[config.mk]
export PLATFORM = sky130hd
export DESIGN_NAME = input_conditioner_flat
export DESIGN_NICKNAME = d
export VERILOG_FILES = /design/src/rtl/input_conditioner_if.sv /design/src/rtl/input_conditioner.sv /design/src/flat_wrapper.sv
export SDC_FILE = /design/constraint.sdc
export NUM_CORES = 1
export LEC_CHECK = 0
export BUFFER_PORTS_ARGS = -buffer_cell sky130_fd_sc_hd__buf_2
export CORE_MARGIN = 4
export CORE_UTILIZATION = 44
export DETAILED_ROUTE_END_ITERATION = 16
export HOLD_SLACK_MARGIN = 0.06
export PLACE_DENSITY = 0.62
export SLEW_MARGIN = 0
export SYNTH_ARGS = -nofsm -noshare
export SYNTH_HDL_FRONTEND = slang
export SYNTH_SLANG_ARGS = --single-unit
[constraint.sdc]
create_clock -name clk -period 12.8 [get_ports clk]
set_input_delay 1.92 -clock clk [delete_from_list [all_inputs] [get_ports clk]]
set_output_delay 1.92 -clock clk [all_outputs]
set_load 0.005 [all_outputs]
[src/rtl/input_conditioner_if.sv]
// Signal bundle between input_conditioner and its users: raw inputs, conditioned
// levels/edge pulses, and the interrupt handshake.
interface input_conditioner_if #(
  parameter int CHANNELS = 8
);
  logic [CHANNELS-1:0] din_i;
  logic [CHANNELS-1:0] level_o;
  logic [CHANNELS-1:0] rise_o;
  logic [CHANNELS-1:0] fall_o;
  logic                any_change_o;
  logic [CHANNELS-1:0] irq_mask_i;
  logic                int_ack_i;
  logic                int_o;
  logic [CHANNELS-1:0] pending_o;

  modport master (
    output din_i, irq_mask_i, int_ack_i,
    input  level_o, rise_o, fall_o, any_change_o, int_o, pending_o
  );

  modport slave (
    input  din_i, irq_mask_i, int_ack_i,
    output level_o, rise_o, fall_o, any_change_o, int_o, pending_o
  );
endinterface

[src/rtl/input_conditioner.sv]
// Multi-channel synchroniser + debouncer with registered rise/fall pulses.
// Optional interrupt aggregator enabled by defining INCOND_IRQ_EN.
module input_conditioner #(
  parameter int                  CHANNELS        = 8,
  parameter int                  SYNC_STAGES     = 2,
  parameter int                  DEBOUNCE_CYCLES = 250000,
  parameter logic [CHANNELS-1:0] INIT            = '0
) (
  input logic                clk,
  input logic                rst,
  input_conditioner_if.slave bus
);
  localparam int            CW       = $clog2(DEBOUNCE_CYCLES + 1);
  localparam logic [CW-1:0] CNT_LAST = CW'(DEBOUNCE_CYCLES - 1);

  logic [SYNC_STAGES-1:0][CHANNELS-1:0] sync_q, sync_d;
  logic [CHANNELS-1:0]                  s;
  logic [CHANNELS-1:0]                  level_q, level_d;
  logic [CHANNELS-1:0][CW-1:0]          cnt_q, cnt_d;
  logic [CHANNELS-1:0]                  rise_q, rise_d;
  logic [CHANNELS-1:0]                  fall_q, fall_d;
  logic                                 any_change_q, any_change_d;

  // Stage 0 takes the raw pin; the last stage is the first value safe to use.
  assign sync_d = {sync_q[SYNC_STAGES-2:0], bus.din_i};
  assign s      = sync_q[SYNC_STAGES-1];

  always_comb begin
    level_d = level_q;
    cnt_d   = cnt_q;
    rise_d  = '0;
    fall_d  = '0;
    for (int i = 0; i < CHANNELS; i++) begin
      if (s[i] == level_q[i]) begin
        cnt_d[i] = '0;
      end else if (cnt_q[i] == CNT_LAST) begin
        level_d[i] = s[i];
        cnt_d[i]   = '0;
        rise_d[i]  = s[i];
        fall_d[i]  = ~s[i];
      end else begin
        cnt_d[i] = cnt_q[i] + CW'(1);
      end
    end
    any_change_d = |(rise_d | fall_d);
  end

  always_ff @(posedge clk or posedge rst) begin
    if (rst) begin
      sync_q       <= {SYNC_STAGES{INIT}};
      level_q      <= INIT;
      cnt_q        <= '0;
      rise_q       <= '0;
      fall_q       <= '0;
      any_change_q <= 1'b0;
    end else begin
      sync_q       <= sync_d;
      level_q      <= level_d;
      cnt_q        <= cnt_d;
      rise_q       <= rise_d;
      fall_q       <= fall_d;
      any_change_q <= any_change_d;
    end
  end

  assign bus.level_o      = level_q;
  assign bus.rise_o       = rise_q;
  assign bus.fall_o       = fall_q;
  assign bus.any_change_o = any_change_q;

`ifdef INCOND_IRQ_EN
  logic [CHANNELS-1:0] pending_q, pending_d;
  logic                int_q;

  // A fresh masked edge wins over a simultaneous acknowledge.
  always_comb begin
    pending_d = bus.int_ack_i ? '0 : pending_q;
    pending_d = pending_d | ((rise_q | fall_q) & bus.irq_mask_i);
  end

  always_ff @(posedge clk or posedge rst) begin
    if (rst) begin
      pending_q <= '0;
      int_q     <= 1'b0;
    end else begin
      pending_q <= pending_d;
      int_q     <= |pending_q;
    end
  end

  assign bus.pending_o = pending_q;
  assign bus.int_o     = int_q;
`else
  logic unused_irq_inputs;
  assign unused_irq_inputs = ^{bus.irq_mask_i, bus.int_ack_i};
  assign bus.pending_o     = '0;
  assign bus.int_o         = 1'b0;
`endif
endmodule
[src/flat_wrapper.sv]
// flat-port wrapper written by rule: the top's interface ports become plain ports
module input_conditioner_flat 
#(
  parameter int                  CHANNELS        = 8,
  parameter int                  SYNC_STAGES     = 2,
  parameter int                  DEBOUNCE_CYCLES = 250000,
  parameter logic [CHANNELS-1:0] INIT            = '0
)
  (clk, rst, bus_din_i, bus_irq_mask_i, bus_int_ack_i, bus_level_o, bus_rise_o, bus_fall_o, bus_any_change_o, bus_int_o, bus_pending_o);
  input_conditioner_if #(.CHANNELS(CHANNELS)) bus_i ();
  input logic clk;
  input logic rst;
  input wire logic [$bits(bus_i.din_i)-1:0] bus_din_i;
  input wire logic [$bits(bus_i.irq_mask_i)-1:0] bus_irq_mask_i;
  input wire logic [$bits(bus_i.int_ack_i)-1:0] bus_int_ack_i;
  output wire logic [$bits(bus_i.level_o)-1:0] bus_level_o;
  output wire logic [$bits(bus_i.rise_o)-1:0] bus_rise_o;
  output wire logic [$bits(bus_i.fall_o)-1:0] bus_fall_o;
  output wire logic [$bits(bus_i.any_change_o)-1:0] bus_any_change_o;
  output wire logic [$bits(bus_i.int_o)-1:0] bus_int_o;
  output wire logic [$bits(bus_i.pending_o)-1:0] bus_pending_o;
  assign bus_i.din_i = bus_din_i;
  assign bus_i.irq_mask_i = bus_irq_mask_i;
  assign bus_i.int_ack_i = bus_int_ack_i;
  assign bus_level_o = bus_i.level_o;
  assign bus_rise_o = bus_i.rise_o;
  assign bus_fall_o = bus_i.fall_o;
  assign bus_any_change_o = bus_i.any_change_o;
  assign bus_int_o = bus_i.int_o;
  assign bus_pending_o = bus_i.pending_o;
  input_conditioner #(.CHANNELS(CHANNELS), .SYNC_STAGES(SYNC_STAGES), .DEBOUNCE_CYCLES(DEBOUNCE_CYCLES), .INIT(INIT)) u_core (.clk(clk), .rst(rst), .bus(bus_i));
endmodule
Yosys cells after proc, flatten, opt, wreduce, memory -nomap -nowiden
Cells that the tools add are included.

word-level totals
  bits in registers = 185
  input port bits = 19
  output and inout port bits = 34
  word-level logic and storage cells = 119

cells by class
  add/sub/neg operators = 8
  eq/ne operators = 16
  muxes and demuxes = 48
  bitwise gates (word level) = 17
  reduce and logical (&&, ||, !) cells = 9

operator list
  kind                                           count
  2-to-1 mux 18 bit                              16
  adder 18 x 1 -> 18 bit, second input constant  8
  equality test 18 bit, second input constant    8
  2-to-1 mux 1 bit                               32
  inverter 1 bit                                 16
  AND reduction 2 bit                            8
  equality test 1 bit                            8
  bitwise OR 8 bit                               1
  OR reduction 8 bit                             1

Depth between registers and ports, before layout
Gate-level depths: netlist of run 1.

  depth in word-level cells = 5
  gate-level depth with buffers = 9
  gate-level depth less buffers = 6

Worst setup path after synthesis of run 1
Ideal clock, no wire load.

  kind = register to output
  start = register u_core.level_q[1], in the netlist u_core.bus.level_o[1]
  end = output port bus_level_o[1]
  arrival = 0.412 ns
  required time = 10.880 ns
  path slack = 10.468 ns
  cell stages (with the launch flop) = 1
  buffers on the path = 0
  path through = dfrtp_1

RTL lines
  element                 line                     RTL
  from (decl)             input_conditioner.sv:18  logic [CHANNELS-1:0] level_q, level_d;
  from (signal assigned)  input_conditioner.sv:58  level_q <= level_d;
  to (decl)               flat_wrapper.sv:16       output wire logic [$bits(bus_i.level_o)-1:0] bus_level_o;

No word-level cell between the ends.

==> results of run 1 <==
-- critical path, cell delays in order --
cell and delay [ns]:
buf_2 0.13, inv_8 0.49, buf_4 0.84
-- cell families (layout without fill, tap and decap cells) --
| group | Yosys count | after routing | share of synthesized area [%] |
|---|---|---|---|
| fa+ha+maj | 8 | 8 | 1.19 |
| compound gates | 5 | 5 | 0.402 |
| simple gates | 410 | 410 | 25.1 |
| xor+xnor | 137 | 137 | 14.3 |
| flops | 185 | 185 | 55.1 |
| buf+inv | 36 | 78 | 2.78 |
| other cells | 1 | 9 | 0.0446 |
| mux | 8 | 8 | 1.12 |
-- routing by layer --
metal  up-vias  GRT usage (%)  routed length, microns  part of all wire [%]
li1       2720              -                       -                     -
met1      2587           19.9                    7170                    50
met2        53           21.9                    6460                    45
met3        10           3.69                     407                   2.9
met4         0           3.81                     165                   1.2
met5         -              0                       0                     0
-- synthesized netlist by cell type (2+ instances only) --
master	instances	area, sq um
dfrtp_1	185	4630
nor2_1	159	597
xor2_1	78	683
nand3_1	60	300
xnor2_1	59	517
nand2_1	44	165
and3_1	31	194
nand4_1	25	156
nor3b_1	16	120
and4_1	15	131
buf_4	13	97.6
nor3_1	13	65.1
nor4b_1	12	105
inv_1	11	41.3
ha_1	8	100
mux2_2	7	78.8
buf_6	4	45.0
clkbuf_1	4	15.0
nand2_2	4	25.0
nor4_1	4	25.0
or3_1	4	25.0
and3_2	3	22.5
buf_2	3	15.0
and4b_1	2	20.0
nand3b_1	2	15.0
nor3_2	2	20.0
or2_1	2	12.5
-- final timing paths --
path	to	slack (ns)	depth (start not counted)
min reg2reg	u_core.s[4]$_DFF_PP0_	0.35	0
max in group clk	bus_level_o[1]	9.85	1
min in group asynchronous	u_core.sync_d[8]$_DFF_PP0_	1.61	2
min	u_core.s[4]$_DFF_PP0_	0.35	0
max reg2reg	u_core.bus.any_change_o$_DFF_PP0_	10.71	6
max	u_core.cnt_q[65]$_DFF_PP0_	9.76	3
-- layout make-up --
class	instances	area (sq um)	share of cell area, %
clock buffers	18	429	4.61
inverters	11	48.8	0.524
multi-input cells	577	3570	38.4
clock inverters	14	161	1.73
repair buffers	35	178	1.91
flip-flops and latches	185	4630	49.7
well taps	234	293	3.14
-- stage by stage --
step	total power [W]	hold slack (ns)	setup slack, ns
finish	0.00116	0.350	9.76
global route	0.00121	0.367	9.45
CTS	0.00118	0.351	9.63
detailed placement	0.000646	0.335	9.16
global placement	0.000645	0.331	9.16
floorplan	0.000639	0.331	5.85
-- flip-flops by register name (all words and copies together), names as in the netlist --
signal / count
u_core.cnt_q: 144
u_core.bus.rise_o: 8
u_core.bus.fall_o: 8
u_core.s: 8
u_core.bus.any_change_o: 1
u_core.sync_d: 8
u_core.bus.level_o: 8
-- power by group --
group | switching (W) | total (W) | internal (W) | leakage [nW]
Sequential | 0.00000732 | 0.000600 | 0.000593 | 2.53
Combinational | 0.0000240 | 0.0000328 | 0.00000873 | 1.39
Clock | 0.000234 | 0.000527 | 0.000293 | 0.283
Total | 0.000265 | 0.00116 | 0.000895 | 4.20
==> results.cfg, run 1 <==
[floorplanning]
core-area_sq_um = 18800
dieArea_sq_um = 21400
die_h_microns = 146
start_util_pct = 44.8
rows = 50
io_pins = 53
dieWidth_microns = 146

[detailed_routing]
post_drt_wl_per_cell_microns = 13.2
vias = 5370
ant_nets = 0
first_pass_iters = 4
wirelength_mm = 14.2
via_per_inst = 5.00
remaining_drc_errors = 0
initialDrtViolationCount = 301

[clock_tree]
cts-hold-fix-buffers = 0
clockBufferDepth = 2
post_cts_buffers = 0
cts_resized = 0
tritoncts = yes
clk_pin_slew_ns = 0.07
cts.sinks = 185
root_buffer = clkbuf_16
cts_buffers = 17
h-tree-depth = 4
clock_latency_ns = 0.42

[cells_and_area]
mostFrequentLayoutCells = dfrtp_1 (185), nor2_1 (159), xor2_1 (78)
mostFrequentLayoutCell = dfrtp_1
n_antenna_cell = 0
utilization_pct = 49.6
area_growth_pct = 10.8
fin_nets = 854
final_layout_size_suffix_gt1_share_pct = 11.1
fill_cells = 1777
layout.cells.non_filler = 1074
final_cell_area_sq_um = 9310

[timing]
tns_ns = 0
slew_violations = 0
rsz0062_at_grt = false
fin_crit_sh_pct = 23.8
skew_ns = 0.00824
tightest_slew_ns = 0.950
setup_viol = 0
hold_violations = 0
fin_crit_ns = 3.04
fmax_mhz = 329
slew_headroom_pct = 36.7

[global_route]
track_usage_pct = 14.1
antenna_found_initial = 0
grt_pass1_vias = 5340
grt-ovfl-total = 0
grt_pass1_wl_mm = 25.4
grt_max_degree = 111

[worst_setup_path]
crit_path_start = rst
timing.rr.start = u_core.cnt_q[108]$_DFF_PP0_
critPathArrivalTime_ns = 3.46
critPathCaptureType = asynchronous set/reset pin
critPathKind = in2async
cp.required_ns = 13.22
cp_max_fo = 110
cp-start-kind = input pin

[synth]
synthesis.area_sq_um = 8410
ys_types = 47
ys.flop_type = dfrtp_1
synth_cells = 790
synth_enable_flop_cells = 0
synth-seq-cells = 185
synthArstFlopShare_pct = 100
syn_avg_cell_area_sq_um = 10.6
yosysWarnings = 0
yosysSeqAreaShare_pct = 55.1

[power_and_ir_drop]
peakVddDrop_uv = 88.2
power_density_nw_per_um2 = 125
leakagePower_nw = 4.20

[placed_design]
dp_cells = 1042
hpwl_mm = 9.20
place_area_sq_um = 8720
io_buffers = 34
routabilityCongestion = 0.733

[status]
status = finished clean

[hold_path]
hp-start = u_core.sync_d[12]$_DFF_PP0_
hold_class = reg2reg

[job]
maxCapViolations = 0
Power figures use the tool's default switching activity.
==> run 2: changes to the inputs <==
- ABC_AREA: default -> 1
- PLACE_DENSITY: 0.62 -> 0.64
- clock period: 12.8 -> 2.75 ns (I/O delays scaled with it)
==> results.cfg, run 2 <==
[clock_tree]
clock_latency_ns = 0.43
clockBufferDepth = 2
h-tree-depth = 4
post_cts_buffers = 0
clk_pin_slew_ns = 0.06
cts_buffers = 17
cts.sinks = 185
root_buffer = clkbuf_16
tritoncts = yes

[timing]
hold_violations = 0
setup_ws_ns = 1.14
fin_crit_sh_pct = 58.4
slew_violations = 0
setup_viol = 0
tns_ns = 0
rsz0062_at_grt = false
fin_crit_ns = 1.61
fmax_mhz = 622
skew_ns = 0.00957

[synth]
yosys.area.top_type = dfrtp_1
ys.flop_type = dfrtp_1
synth_most_common_cell = nor2_1
synthesis.area_sq_um = 9210
synth.top_cell.area_share_pct = 50.3
synth_cells = 1089
ys_types = 37
synthArstFlopShare_pct = 100
synth_enable_flop_cells = 0
syn_avg_cell_area_sq_um = 8.46
ys_top_cells_by_area = dfrtp_1 (50%), nor2_1 (9.7%), nand2_1 (7.6%)
synth-seq-cells = 185
yosys-top-cells-count = nor2_1 (239), nand2_1 (187), dfrtp_1 (185), inv_1 (105), nor3_1 (55)
yosysWarnings = 0
yosysSeqAreaShare_pct = 50.3

[global_route]
grt-busiest-layer = met2
grt_pass1_vias = 6552
grt-ovfl-total = 0
grt_max_degree = 77
grtUsageMet1_pct = 20.5
track_usage_pct = 15.2
grt_pass1_wl_mm = 30.1
antenna_found_initial = 0
grt_util_met2_pct = 24.7
met3_usage_pct = 3.58

[worst_setup_path]
path_depth = 8
cp.required_ns = 3.06
critPathBufInv = 1
critPathArrivalTime_ns = 1.92
timing.rr.start = u_core.cnt_q[54]$_DFF_PP0_
rrSetupSlack_ns = 1.14
critPathKind = reg2reg
cp_max_fo = 9
slowest_stage = dfrtp_1
path_cells = ha_1 -> nand2_1 -> nor2_1 -> nand3_1 -> nand2_2 -> inv_2 -> nand2_1 -> nor2_1
cp-endpoint = u_core.cnt_q[70]$_DFF_PP0_
slowest_delay_ns = 0.37
cp-start-kind = register
worstRegToRegCells = 8
crit_path_start = u_core.cnt_q[54]$_DFF_PP0_
critPathTopFamily = simple AND/OR/NAND/NOR gates
reg2reg_to = u_core.cnt_q[70]$_DFF_PP0_
critPathCaptureType = register

[floorplanning]
dieWidth_microns = 153
die_h_microns = 153
start_util_pct = 45.1
io_pins = 53
core-area_sq_um = 20400
rows = 52
dieArea_sq_um = 23300

[placed_design]
place_ws_ns = 1.15
routabilityCongestion = 0.811
hpwl_mm = 11.8
dp_cells = 1395
io_buffers = 34

[cells_and_area]
utilization_pct = 50.7
fill_cells = 1937
regArea_sq_um = 4630
n_antenna_cell = 0
fin_nets = 1172
final_layout_size_suffix_gt1_share_pct = 14.9
layout.cells.non_filler = 1428
multi_input_area_sq_um = 4100
mostFrequentLayoutCell = nor2_1
regMostFlops = u_core.cnt_q
area_growth_pct = 12.5
mostFrequentLayoutCells = nor2_1 (239), nand2_1 (187), dfrtp_1 (185)
largest_reg_flops = 144

[power_and_ir_drop]
power_density_nw_per_um2 = 531
leakagePower_nw = 4.75
peakVddDrop_uv = 312
power_w = 0.00550

[detailed_routing]
wirelength_mm = 16.5
via_per_inst = 4.76
post_drt_wl_per_cell_microns = 11.6
first_pass_iters = 5
vias = 6798
remaining_drc_errors = 0
initialDrtViolationCount = 241
ant_nets = 0

[job]
maxCapViolations = 0

[hold_path]
hold_class = in2reg

[status]
status = finished clean
-- run 2: changes by cell type after synthesis, moves of 12 or more --
cell	delta
nand2_1	+143
inv_1	+94
nor2_1	+80
xnor2_1	-50
nor3_1	+42
xor2_1	-34
and3_1	-31
a21oi_1	+27
nand2_2	+24
nor2_4	+19
nand3_1	-17
nor2_2	+16
and4_1	-15
nor4b_1	-12
-- run 2: worst min-delay path by stage --
stage | from | endpoint | slack, ns | cells after the start
3_5_place_dp | u_core.sync_d[11]$_DFF_PP0_ | u_core.s[3]$_DFF_PP0_ | 0.34 | 0
6_report | bus_din_i[3] | u_core.sync_d[11]$_DFF_PP0_ | 0.09 | 1
2_1_floorplan | u_core.sync_d[8]$_DFF_PP0_ | u_core.s[0]$_DFF_PP0_ | 0.33 | 0
3_3_place_gp | u_core.sync_d[9]$_DFF_PP0_ | u_core.s[1]$_DFF_PP0_ | 0.33 | 0
5_1_grt | bus_din_i[6] | u_core.sync_d[14]$_DFF_PP0_ | 0.06 | 1
4_1_cts | bus_din_i[4] | u_core.sync_d[12]$_DFF_PP0_ | 0.07 | 1
-- run 2: what timing repair did --
| action | in CTS | in global routing |
|---|---|---|
| endpoints found under the hold margin | 10 | 0 |
| gates resized for setup | 0 | 0 |
| hold buffers | 1 | 0 |
| endpoints found under the setup margin | 0 | 0 |
-- run 2: metrics by stage --
stage | hold slack [ns] | area, sq um
5_1_grt | 0.0634 | 10400
6_report | 0.0897 | 10400
2_1_floorplan | 0.331 | 9240
4_1_cts | 0.0701 | 10400
3_3_place_gp | 0.334 | 9730
3_5_place_dp | 0.339 | 9730
-- run 2: logic make-up after synthesis --
group	Yosys count	synth area share (%)
DFF	185	50.3
xor gates and xnor gates	53	5.04
other	1	0.0407
AOI/OAI and AO/OA	52	3.17
and+or+nand+nor	664	34.9
adders and majority gates	8	1.09
buffers and inverters	126	5.52
-- run 2: report_power, final --
group	internal [W]	switching [W]
combinational	0.0000456	0.000130
clock	0.00149	0.00105
sequential	0.00276	0.0000248
-- run 2: routing by layer --
| layer | vias up | routed length, microns |
|---|---|---|
| li1 | 3572 | - |
| met1 | 3157 | 8170 |
| met2 | 56 | 7630 |
| met3 | 13 | 525 |
| met4 | 0 | 178 |
| met5 | - | 0 |
-- run 2: layout make-up --
cell class | instances | area share (%)
Clock buffer | 19 | 4.37
Clock inverter | 13 | 1.59
Inverter | 117 | 4.29
Multi-Input combinational cell | 786 | 39.6
Sequential cell | 185 | 44.7
Tap cell | 270 | 3.26
Timing Repair Buffer | 38 | 2.20
==> run 3: changes to the inputs <==
- PLACE_DENSITY: 0.64 -> 0.62
- clock period: 2.75 -> 1.5 ns (I/O delays scaled with it)
==> results.cfg, run 3 (same netlist as run 2, synthesis figures left out) <==
[timing]
tightest_slew_ns = 0.534
setup_ws_ns = 0.0418
hold_violations = 0
skew_ns = 0.0149
tns_ns = 0
fin_crit_sh_pct = 97.2
setup_viol = 0
fmax_mhz = 686
rsz0062_at_grt = true
slew_violations = 0
slew_headroom_pct = 64.3
fin_crit_ns = 1.46
fin_hold_ws_ns = 0.351

[floorplanning]
dieArea_sq_um = 23300
core-area_sq_um = 20400
die_h_microns = 153
start_util_pct = 45.1
rows = 52
io_pins = 53
dieWidth_microns = 153

[global_route]
grt_max_degree = 40
grt_pass1_vias = 7060
antenna_found_initial = 0
track_usage_pct = 16.0
grt_pass1_wl_mm = 31.6
grt-ovfl-total = 0

[clock_tree]
cts_buffers = 17
clk_pin_slew_ns = 0.07
h-tree-depth = 4
clockBufferDepth = 2
cts.sinks = 185
tritoncts = yes
root_buffer = clkbuf_16
clock_latency_ns = 0.43

[worst_setup_path]
cp-start-kind = register
path_cells = ha_2 -> nand2_4 -> nor3_4 -> nand2_2 -> nor2_2 -> xor2_1 -> nor2_1
slowest_delay_ns = 0.36
critPathArrivalTime_ns = 1.78
critPathKind = reg2reg
critPathCaptureType = register
cp_max_fo = 4
cp.required_ns = 1.82
slowest_stage = dfrtp_1

[hold_path]
hold_class = reg2reg

[detailed_routing]
first_pass_iters = 4
initialDrtViolationCount = 310
post_drt_wl_per_cell_microns = 11.9
via_per_inst = 4.75
vias = 7189
wirelength_mm = 17.9
remaining_drc_errors = 0
ant_nets = 0

[cells_and_area]
fin_nets = 1256
mostFrequentLayoutCells = nor2_1 (228), dfrtp_1 (184), nand2_1 (179)
final_layout_size_suffix_gt1_share_pct = 22.8
n_antenna_cell = 0
mostFrequentLayoutCell = nor2_1
largest_reg_flops = 144
layout.cells.non_filler = 1512
regMostFlops = u_core.cnt_q
area_growth_pct = 21.7

[power_and_ir_drop]
power_density_nw_per_um2 = 898
peakVddDrop_uv = 797
leakagePower_nw = 5.21

[status]
status = finished clean

[job]
maxCapViolations = 0

[placed_design]
hpwl_mm = 12.9
dp_cells = 1458
place_ws_ns = 0.0165
routabilityCongestion = 0.833
io_buffers = 34
-- run 3: cell count changes in the layout (fill, tap and decap cells not counted), sizes merged --
cell / delta
clkbuf: -2
inv: +3
dlygate4sd3: +8
bufinv: -1
buf: +76
-- run 3: metal layers --
metal / global-route usage, % / vias to the layer above / wire [microns]
met5: 0 / - / 0
met4: 5.52 / 0 / 298
met3: 3.10 / 18 / 474
met2: 26.4 / 80 / 8430
met1: 21.2 / 3355 / 8720
li1: - / 3736 / -
-- run 3: repair_timing --
item,in CTS,in global routing
endpoints found under the hold margin,18,0
buffers inserted,0,14
setup endpoints to repair,1,50
resized for setup,1,48
cloned,0,0
pin swaps,0,22
hold buffers,9,0
-- run 3: layout make-up --
| type | instances | area (sq um) |
|---|---|---|
| clock buffers | 17 | 425 |
| clock inverters | 15 | 164 |
| inverters | 117 | 444 |
| flip-flops and latches | 185 | 4630 |
| fillers | 1870 | 9220 |
| multi-input cells | 786 | 4250 |
| well taps | 270 | 338 |
| repair buffers | 122 | 957 |
-- run 3: path summary, 6_finish.rpt --
path	slack (ns)	start	end	cells after the start
max reg2reg	0.04	u_core.cnt_q[54]$_DFF_PP0_	u_core.cnt_q[66]$_DFF_PP0_	7
min	0.35	u_core.sync_d[8]$_DFF_PP0_	u_core.s[0]$_DFF_PP0_	0
max	0.04	u_core.cnt_q[54]$_DFF_PP0_	u_core.cnt_q[66]$_DFF_PP0_	7
max in group asynchronous	0.51	rst	u_core.cnt_q[115]$_DFF_PP0_	4
min in group asynchronous	0.40	rst	u_core.sync_d[9]$_DFF_PP0_	3
min reg2reg	0.35	u_core.sync_d[8]$_DFF_PP0_	u_core.s[0]$_DFF_PP0_	0
-- run 3: per-stage QoR --
step | total power [W] | utilization, % | area [sq um]
2_1_floorplan | 0.00544 | - | 9240
3_3_place_gp | 0.00559 | 50.3 | 10300
3_5_place_dp | 0.00560 | 50.3 | 10300
4_1_cts | 0.0102 | 53.6 | 11000
5_1_grt | 0.0105 | 54.9 | 11200
6_report | 0.0101 | 54.9 | 11200
-- run 3: worst max-delay path: cells and delay by family, from the launching register on --
| family | cells | cell delay [ns] |
|---|---|---|
| AND/OR/NAND/NOR | 5 | 0.61 |
| adder cells (fa/ha/maj) | 1 | 0.22 |
| XOR/XNOR | 1 | 0.16 |
| flip-flops | 1 | 0.36 |
-- run 3: power by group --
| part | leakage (nW) | internal [W] | switching (W) |
|---|---|---|---|
| sequential | 2.53 | 0.00506 | 0.0000477 |
| combinational | 2.40 | 0.000165 | 0.000265 |
| clock | 0.279 | 0.00249 | 0.00203 |
| total | 5.21 | 0.00771 | 0.00235 |
